[config.mk]
export PLATFORM = sky130hd
export DESIGN_NAME = mole_host_responder
export DESIGN_NICKNAME = d
export VERILOG_FILES = /design/src/rtl/mole_host_responder.sv
export SDC_FILE = /design/constraint.sdc
export NUM_CORES = 1
export LEC_CHECK = 0
export ABC_AREA = 1
export ABC_CLOCK_PERIOD_IN_PS = 1540
export BUFFER_PORTS_ARGS = -buffer_cell sky130_fd_sc_hd__buf_4
export CORE_MARGIN = 5
export CORE_UTILIZATION = 50
export CTS_BUF_LIST = sky130_fd_sc_hd__clkbuf_8
export DETAILED_ROUTE_END_ITERATION = 8
export PLACE_DENSITY = 0.71
export SYNTH_ARGS = -nofsm -noshare
export SYNTH_HDL_FRONTEND = slang
export SYNTH_SLANG_ARGS = --single-unit
[constraint.sdc]
create_clock -name clock -period 1.54 [get_ports clock]
set_input_delay 0.077 -clock clock [delete_from_list [all_inputs] [get_ports clock]]
set_output_delay 0.077 -clock clock [all_outputs]
set_load 0.02 [all_outputs]
[src/rtl/mole_host_responder.sv]
// Hardware stand-in for the PC side of the whack-a-mole UART link: starts games with 'S' and answers moles with 'H'.
// Define AUTO_RESTART_EN to restart a finished game automatically after RESTART_CYCLES clocks.
module mole_host_responder #(
    parameter int unsigned REACT_CYCLES   = 25_000_000,
    parameter int unsigned RESTART_CYCLES = 200_000_000
) (
    input  logic       clock,
    input  logic       reset,
    input  logic       start_req,
    input  logic [7:0] rx_data,
    input  logic       rx_ready,
    input  logic       tx_busy,
    output logic       tx_start,
    output logic [7:0] tx_data,
    output logic [2:0] mole_pos,
    output logic       mole_valid,
    output logic [7:0] hits_sent,
    output logic       game_running,
    output logic       game_over,
    output logic       bad_byte
);

    localparam int RW = (REACT_CYCLES > 1) ? $clog2(REACT_CYCLES) : 1;
    localparam logic [RW-1:0] REACT_LOAD = RW'(REACT_CYCLES - 1);

    localparam logic [2:0] ST_IDLE       = 3'd0;
    localparam logic [2:0] ST_SEND_START = 3'd1;
    localparam logic [2:0] ST_WAIT_MOLE  = 3'd2;
    localparam logic [2:0] ST_REACT      = 3'd3;
    localparam logic [2:0] ST_SEND_HIT   = 3'd4;
    localparam logic [2:0] ST_DONE       = 3'd5;

    localparam logic [7:0] BYTE_START = 8'h53;
    localparam logic [7:0] BYTE_HIT   = 8'h48;
    localparam logic [7:0] BYTE_OVER  = 8'h52;

    logic [2:0]    state_q, state_d;
    logic [RW-1:0] react_cnt_q, react_cnt_d;
    logic          tx_start_q, tx_start_d;
    logic [7:0]    tx_data_q, tx_data_d;
    logic [2:0]    mole_pos_q, mole_pos_d;
    logic          mole_valid_q, mole_valid_d;
    logic [7:0]    hits_sent_q, hits_sent_d;
    logic          game_running_q, game_running_d;
    logic          game_over_q, game_over_d;
    logic          bad_byte_q, bad_byte_d;
    logic          restart_due;

    logic is_mole, is_over, is_bad;
    assign is_mole = rx_ready && (rx_data >= 8'h30) && (rx_data <= 8'h34);
    assign is_over = rx_ready && (rx_data == BYTE_OVER);
    assign is_bad  = rx_ready && !is_mole && !is_over;

`ifdef AUTO_RESTART_EN
    localparam int SW = (RESTART_CYCLES > 1) ? $clog2(RESTART_CYCLES) : 1;
    localparam logic [SW-1:0] RESTART_LOAD = SW'(RESTART_CYCLES - 1);

    logic [SW-1:0] restart_cnt_q, restart_cnt_d;

    always_comb begin
        restart_cnt_d = restart_cnt_q;
        if (state_d == ST_DONE && state_q != ST_DONE)
            restart_cnt_d = RESTART_LOAD;
        else if (state_q == ST_DONE && restart_cnt_q != '0)
            restart_cnt_d = restart_cnt_q - 1'b1;
    end

    always_ff @(posedge clock or negedge reset) begin
        if (!reset) restart_cnt_q <= '0;
        else        restart_cnt_q <= restart_cnt_d;
    end

    assign restart_due = (state_q == ST_DONE) && (restart_cnt_q == '0);
`else
    assign restart_due = 1'b0;
`endif

    always_comb begin
        state_d        = state_q;
        react_cnt_d    = react_cnt_q;
        tx_start_d     = 1'b0;
        tx_data_d      = tx_data_q;
        mole_pos_d     = mole_pos_q;
        mole_valid_d   = mole_valid_q;
        hits_sent_d    = hits_sent_q;
        game_running_d = game_running_q;
        game_over_d    = 1'b0;
        bad_byte_d     = is_bad && (state_q != ST_IDLE);

        case (state_q)
            ST_IDLE, ST_DONE: begin
                if (start_req || restart_due) begin
                    state_d      = ST_SEND_START;
                    hits_sent_d  = 8'd0;
                    mole_valid_d = 1'b0;
                end
            end
            ST_SEND_START, ST_WAIT_MOLE, ST_REACT, ST_SEND_HIT: begin
                // Game over wins over any send or reload due in the same cycle
                if (is_over) begin
                    state_d        = ST_DONE;
                    game_over_d    = 1'b1;
                    game_running_d = 1'b0;
                    mole_valid_d   = 1'b0;
                end else if (state_q == ST_SEND_START) begin
                    if (!tx_busy) begin
                        tx_start_d     = 1'b1;
                        tx_data_d      = BYTE_START;
                        game_running_d = 1'b1;
                        state_d        = ST_WAIT_MOLE;
                    end
                end else if (state_q == ST_SEND_HIT) begin
                    if (is_mole) mole_pos_d = rx_data[2:0];
                    if (!tx_busy) begin
                        tx_start_d = 1'b1;
                        tx_data_d  = BYTE_HIT;
                        if (hits_sent_q != 8'hFF) hits_sent_d = hits_sent_q + 8'd1;
                        state_d    = ST_WAIT_MOLE;
                    end
                end else if (is_mole) begin
                    mole_pos_d   = rx_data[2:0];
                    mole_valid_d = 1'b1;
                    react_cnt_d  = REACT_LOAD;
                    state_d      = ST_REACT;
                end else if (state_q == ST_REACT) begin
                    if (react_cnt_q == '0) state_d = ST_SEND_HIT;
                    else                   react_cnt_d = react_cnt_q - 1'b1;
                end
            end
            default: state_d = ST_IDLE;
        endcase
    end

    always_ff @(posedge clock or negedge reset) begin
        if (!reset) begin
            state_q        <= ST_IDLE;
            react_cnt_q    <= '0;
            tx_start_q     <= 1'b0;
            tx_data_q      <= 8'h00;
            mole_pos_q     <= 3'd0;
            mole_valid_q   <= 1'b0;
            hits_sent_q    <= 8'd0;
            game_running_q <= 1'b0;
            game_over_q    <= 1'b0;
            bad_byte_q     <= 1'b0;
        end else begin
            state_q        <= state_d;
            react_cnt_q    <= react_cnt_d;
            tx_start_q     <= tx_start_d;
            tx_data_q      <= tx_data_d;
            mole_pos_q     <= mole_pos_d;
            mole_valid_q   <= mole_valid_d;
            hits_sent_q    <= hits_sent_d;
            game_running_q <= game_running_d;
            game_over_q    <= game_over_d;
            bad_byte_q     <= bad_byte_d;
        end
    end

    assign tx_start     = tx_start_q;
    assign tx_data      = tx_data_q;
    assign mole_pos     = mole_pos_q;
    assign mole_valid   = mole_valid_q;
    assign hits_sent    = hits_sent_q;
    assign game_running = game_running_q;
    assign game_over    = game_over_q;
    assign bad_byte     = bad_byte_q;

endmodule

# [Word level (Yosys, flattened, before mapping)]
# Index checks and enable logic that the tools add are counted.
[totals] ff_bits=52 input_bits=13 output_inout_bits=24 wordCells=102
[op_classes] addsub=2 order_cmp=2 eq_ne=22 n_mux=39 n_bitwise=3 reduce_logical=24
[op_table] operator="8-bit 2-to-1 mux" n=10
[op_table] operator="25-bit 2-to-1 mux" n=3
[op_table] operator="25-bit zero test" n=1
[op_table] operator="25-bit by 1-bit subtractor with 25-bit output, second input constant" n=1
[op_table] operator="3-bit 2-to-1 mux" n=8
[op_table] operator="2-bit inequality test, second input constant" n=9
[op_table] operator="8-bit case mux with 2 select lines" n=1
[op_table] operator="1-bit 2-to-1 mux" n=15
[op_table] operator="6-bit inequality test, second input constant" n=2
[op_table] operator="5-bit AND reduction" n=2
[op_table] operator="3-bit inequality test, second input constant" n=3
[op_table] operator="8-bit by 1-bit adder with 8-bit output, second input constant" n=1
[op_table] operator="8-bit by 7-bit == test with 1-bit output, second input constant" n=1
[op_table] operator="8-bit by 6-bit >= comparator with 1-bit output, second input constant" n=1
[op_table] operator="8-bit by 6-bit <= comparator with 1-bit output, second input constant" n=1
[op_table] operator="8-bit inequality test, second input constant" n=1
[op_table] operator="2-bit nonzero test" n=4
[op_table] operator="7-bit AND reduction" n=1
[op_table] operator="3-bit by 2-bit == test with 1-bit output, second input constant" n=2
[op_table] operator="3-bit == test, second input constant" n=2
[op_table] operator="1-bit logical AND" n=6
[op_table] operator="3-bit case mux with 2 select lines" n=1
[op_table] operator="3-bit AND reduction" n=2
[op_table] operator="6-bit AND reduction" n=1
[op_table] operator="other kinds (10)" n=13

# [Depth between registers and ports, before layout]
[depth] word_depth=8 mapped_depth=11 depth_no_buf=11

# [Worst setup path before layout]
# Ideal clock, no wire load.
[synth_path] path_kind="register to register" from="register react_cnt_q[0]" to="register react_cnt_q[14]" setup_ns=0.065 arrival_time_ns=1.495 path_slack_ns=-0.020 stages_incl_launch_ff=10 n_path_buf=0 period_less_slack_ns=1.560 path_cell_list="dfrtp_1 inv_1 ha_1 inv_1 nor2_1 nand2_1 or2_2 nand3_1 nand2_1 nand2_1"
[synth_between] elab_chain_len=4
[synth_lines] item="start, declared" line="38" source="logic [RW-1:0] react_cnt_q, react_cnt_d;"
[synth_lines] item="start signal, assigned" line="148" source="react_cnt_q <= react_cnt_d;"
[synth_lines] item="25-bit by 1-bit subtractor with 25-bit output" line="127" source="else react_cnt_d = react_cnt_q - 1'b1;"
[synth_lines] item="25-bit 2-to-1 mux" line="126" source="if (react_cnt_q == '0) state_d = ST_SEND_HIT;"
[synth_lines] item="25-bit 2-to-1 mux" line="125" source="end else if (state_q == ST_REACT) begin"
[synth_lines] item="25-bit 2-to-1 mux" line="120" source="end else if (is_mole) begin"
# Parallel ways exist; a longest one is shown, timed or not. The select of a mux whose other input is x is not followed.
# A chain may end at the register's enable or synchronous reset.

# [Worst setup path after layout]
[layout_path] from="register react_cnt_q[21]" to="register react_cnt_q[1]"
[layout_between] elab_chain_len=3
[layout_lines] item="25-bit zero test" line="126"
[layout_lines] item="2-bit inequality test (no source line)"
[layout_lines] item="6-bit AND reduction (no source line)"
# No other way between the ends.

==> impl_results.md <==
* Run status: finished with violations
* Failing checks: negative setup slack
* Avg Inst Size Synth at 6.523 µm²
* Cell Chain, Critical Path: nor2_2 -> nand2_1 -> nor2_2 -> nand2_2 -> inv_4 -> nand2_4 -> nor2_4 -> nor2_4 -> buf_6 -> nand2_1 -> nand2_1
* Die Area at 0.007989 mm²
* Clock Skew at 0.01192 ns
* Largest net degree at the start of global routing at 48
* Hold path cells at 3
* Root buf cell: clkbuf_8
* #FFs+latches synth at 47
* XOR/XNOR Fraction of Synth Area at 1.946%
* Critical hold path startpoint: rx_ready
* Worst setup startpoint: react_cnt_q[21]
* Die Wd at 89.38 µm
* Crit-path max FO at 7
* Initial core utilization at 50.48%
* Placed insts at 650
* Internal power at 6.140 mW
* Kind of critical path: flop to flop
* Top cells by area, synth: dfrtp_1 37%, nand2_1 23%, nor2_1 7.7%
* Grt peak-use layer: met2
* Async S/R FF share, synth at 100.0%
* Adder-Cell Fraction of Synth Area at 1.191%
* Crit start category: flop
* Worst setup margin at -0.09080 ns
* Met1 usage at 28.38%
* Setup Viol. Count Final at 34
* P_leak at 2.551 nW
* Initial antenna violation count at 0
* RSZ-0062 raised after global routing: yes
* Switching Power at 5.565 mW
* Max VDD drop at 1647 µV
* Post-synthesis compound-gate area fraction at 5.322%
* Vias in the first global route at 3438
* Max_slew headroom at 57.55%
* Dpl ws at -0.1629 ns
* Crit share post-route at 105.9%
* Reg-to-Reg Start: react_cnt_q[21]
* Initial DRC count at 194
* Most frequent cells in the layout: 148 x nand2_1, 110 x buf_4, 44 x dfrtp_1
* Switching part of the total power at 47.54%
* Worst slew pin tran at 0.6367 ns
* Clock share of power at 9.2%
* Drt total wl at 9395 µm
* TritonCTS Buffers at 5
* Layout Cells excl Fill at 680
* Sequential cell fraction of total power at 17.4%
* H-tree depth at 2
* Endpoints failing hold at 0
* Via density at 5.201
* EDFF count, synth at 0
* Clock sink total at 47
* Synth area leader: dfrtp_1
* WL per Instance at 13.82 µm
* Pins over their slew limit at 0
* Post-Synth Simple-Gate Area at 44.88%
* Post-synth top area share at 37.33%
* CTS tree: yes
* Global-route track usage on met2 at 41.33%
* DR vias at 3537
* Syn Inst Count at 483
* Commonest non-fill, non-tap cell in the layout: nand2_1
* Top FF cell, synth: dfrtp_1
* Core Rows at 29
* Crit-path slowest cell: dfrtp_1
* Required time worst endpoint at 1.75 ns
* Diodes inserted at 0
* Met3 Use GR at 3.779%
* Drt pass-1 iters at 5
* Die height at 89.38 µm
* Synth cell types at 33
* Number of port buffers at 33
* First-pass GRT wire length at 14750 µm
* FF-to-FF path depth at 11
* Total track usage at 23.66%
* GP Congestion at 0.8968
* Critical Path End Type: flop
* Worst skew pair latency at 0.31 ns
* Hpwl dp at 5970 µm
* Worst-path clk slew at 0.09 ns
* Synthesis-to-finish area growth at 49.13%
* Critical Path AT at 1.84 ns
* Clock tree buffer depth at 2
* Mux cell area share after synthesis at 0%
* Minimum clock period at 1.631 ns
* Combinational cell fraction of total power at 73.4%
* Layout cells sized above 1 at 40.96%
* GRT overflow at 0
* Setup TNS at -1.929 ns
* Yosys Warn Count at 0
* Pwr/cell area at 2491 mW/mm²
* Main combinational cell family by area after synthesis: simple AND/OR/NAND/NOR gates
* Final ANT Viol Nets at 0
* Final nets at 618
* CP peak stage delay at 0.41 ns
* Max Clock Freq at 0.6132 GHz
* Worst Hold Class: input port to flop
* DRC at 0
* Cell mode on critical path: nand2_1
* I/O pin count at 37
* Sequential element share of the synthesized area at 37.33%
* Core area at 0.006241 mm²
* MaxCap Viol Count at 0
* Post-Syn Area at 0.003151 mm²
==> synth_stat cells, types with 2 or more instances <==
library cell	count
buf_6	3
nand3_1	38
xor2_1	5
nor2_1	65
nor2_4	2
nand2_1	191
xnor2_1	2
nand4_1	15
o21ai_0	9
buf_2	3
nor2_2	5
inv_2	2
or2_2	6
dfrtp_1	47
o21ai_1	10
buf_4	7
ha_1	3
inv_1	46
nor3_1	4
a21oi_1	5
nand2_2	3
==> timing repair <==
item / CTS / global route
setup endpoints to repair: 35 / 45
hold endpoints to repair: 47 / 0
cloned: 1 / 1
hold buffers: 1 / 0
resized for setup: 50 / 92
pin swaps: 38 / 31
buffers inserted: 13 / 6
==> final cells by class <==
class,count,area (µm²)
multi-input cells,376,2092
fillers,455,1543
flip-flops and latches,47,1180
repair buffers,123,1006
inverters,49,191.4
well taps,77,96.34
clock buffers,5,68.82
clock inverters,3,63.81
==> final timing paths <==
path / end / slack, ns
hold reg to reg: tx_data[6] / 0.48
setup / recovery: react_cnt_q[1] / -0.09
min in group asynchronous: react_cnt_q[14] / 0.32
max in group asynchronous: state_q[1] / 0.74
setup reg to reg: react_cnt_q[1] / -0.09
hold / removal: bad_byte / 0.03
==> sequential cells by signal, indices dropped and copies added, names as in the netlist <==
register	cells
react_cnt_q	25
hits_sent	8
mole_pos	3
state_q	3
tx_data	3
bad_byte	1
game_over	1
game_running	1
mole_valid	1
tx_start	1
==> kinds of logic after synthesis <==
logic type / count (synthesis)
fa+ha+maj: 3
buf+inv: 63
compound gates: 29
other cells: 1
xor+xnor: 7
simple gates: 333
flops: 47
==> stage by stage <==
| step | power (mW) | hold WS (ns) | utilization [%] | cell area, µm² |
|---|---|---|---|---|
| 2_1_floorplan | 5.841 | -0.2186 | - | 3163 |
| 3_3_place_gp | 8.325 | 0.1345 | 63.21 | 3945 |
| 3_5_place_dp | 8.478 | 0.1334 | 63.21 | 3945 |
| 4_1_cts | 10.28 | 0.02215 | 69.57 | 4342 |
| 5_1_grt | 12.58 | 0.03937 | 75.28 | 4698 |
| 6_report | 11.70 | 0.02855 | 75.28 | 4698 |
==> metal layers <==
metal,part of all wire (%),vias to the layer above
met5,0,-
met4,2.4,0
met3,3.6,21
met2,53,92
met1,41,1677
li1,-,1747
==> power by group through the flow <==
stage	Sequential (mW)	Clock [mW]	Combinational, mW
after CTS	1.94	1.09	7.25
after global placement	1.92	0	6.41
final	2.04	1.08	8.59
after detailed placement	1.93	0	6.55
after global routing	2.09	1.14	9.35
after floorplan	2.13	0	3.71
==> critical path: cells and delay by family, from the launching register on <==
kind                   cells  cell delay [ns]
buffers and inverters      2             0.23
DFF                        1             0.41
and+or+nand+nor            9             0.90
No activity file was read; power rests on OpenSTA's default activity.
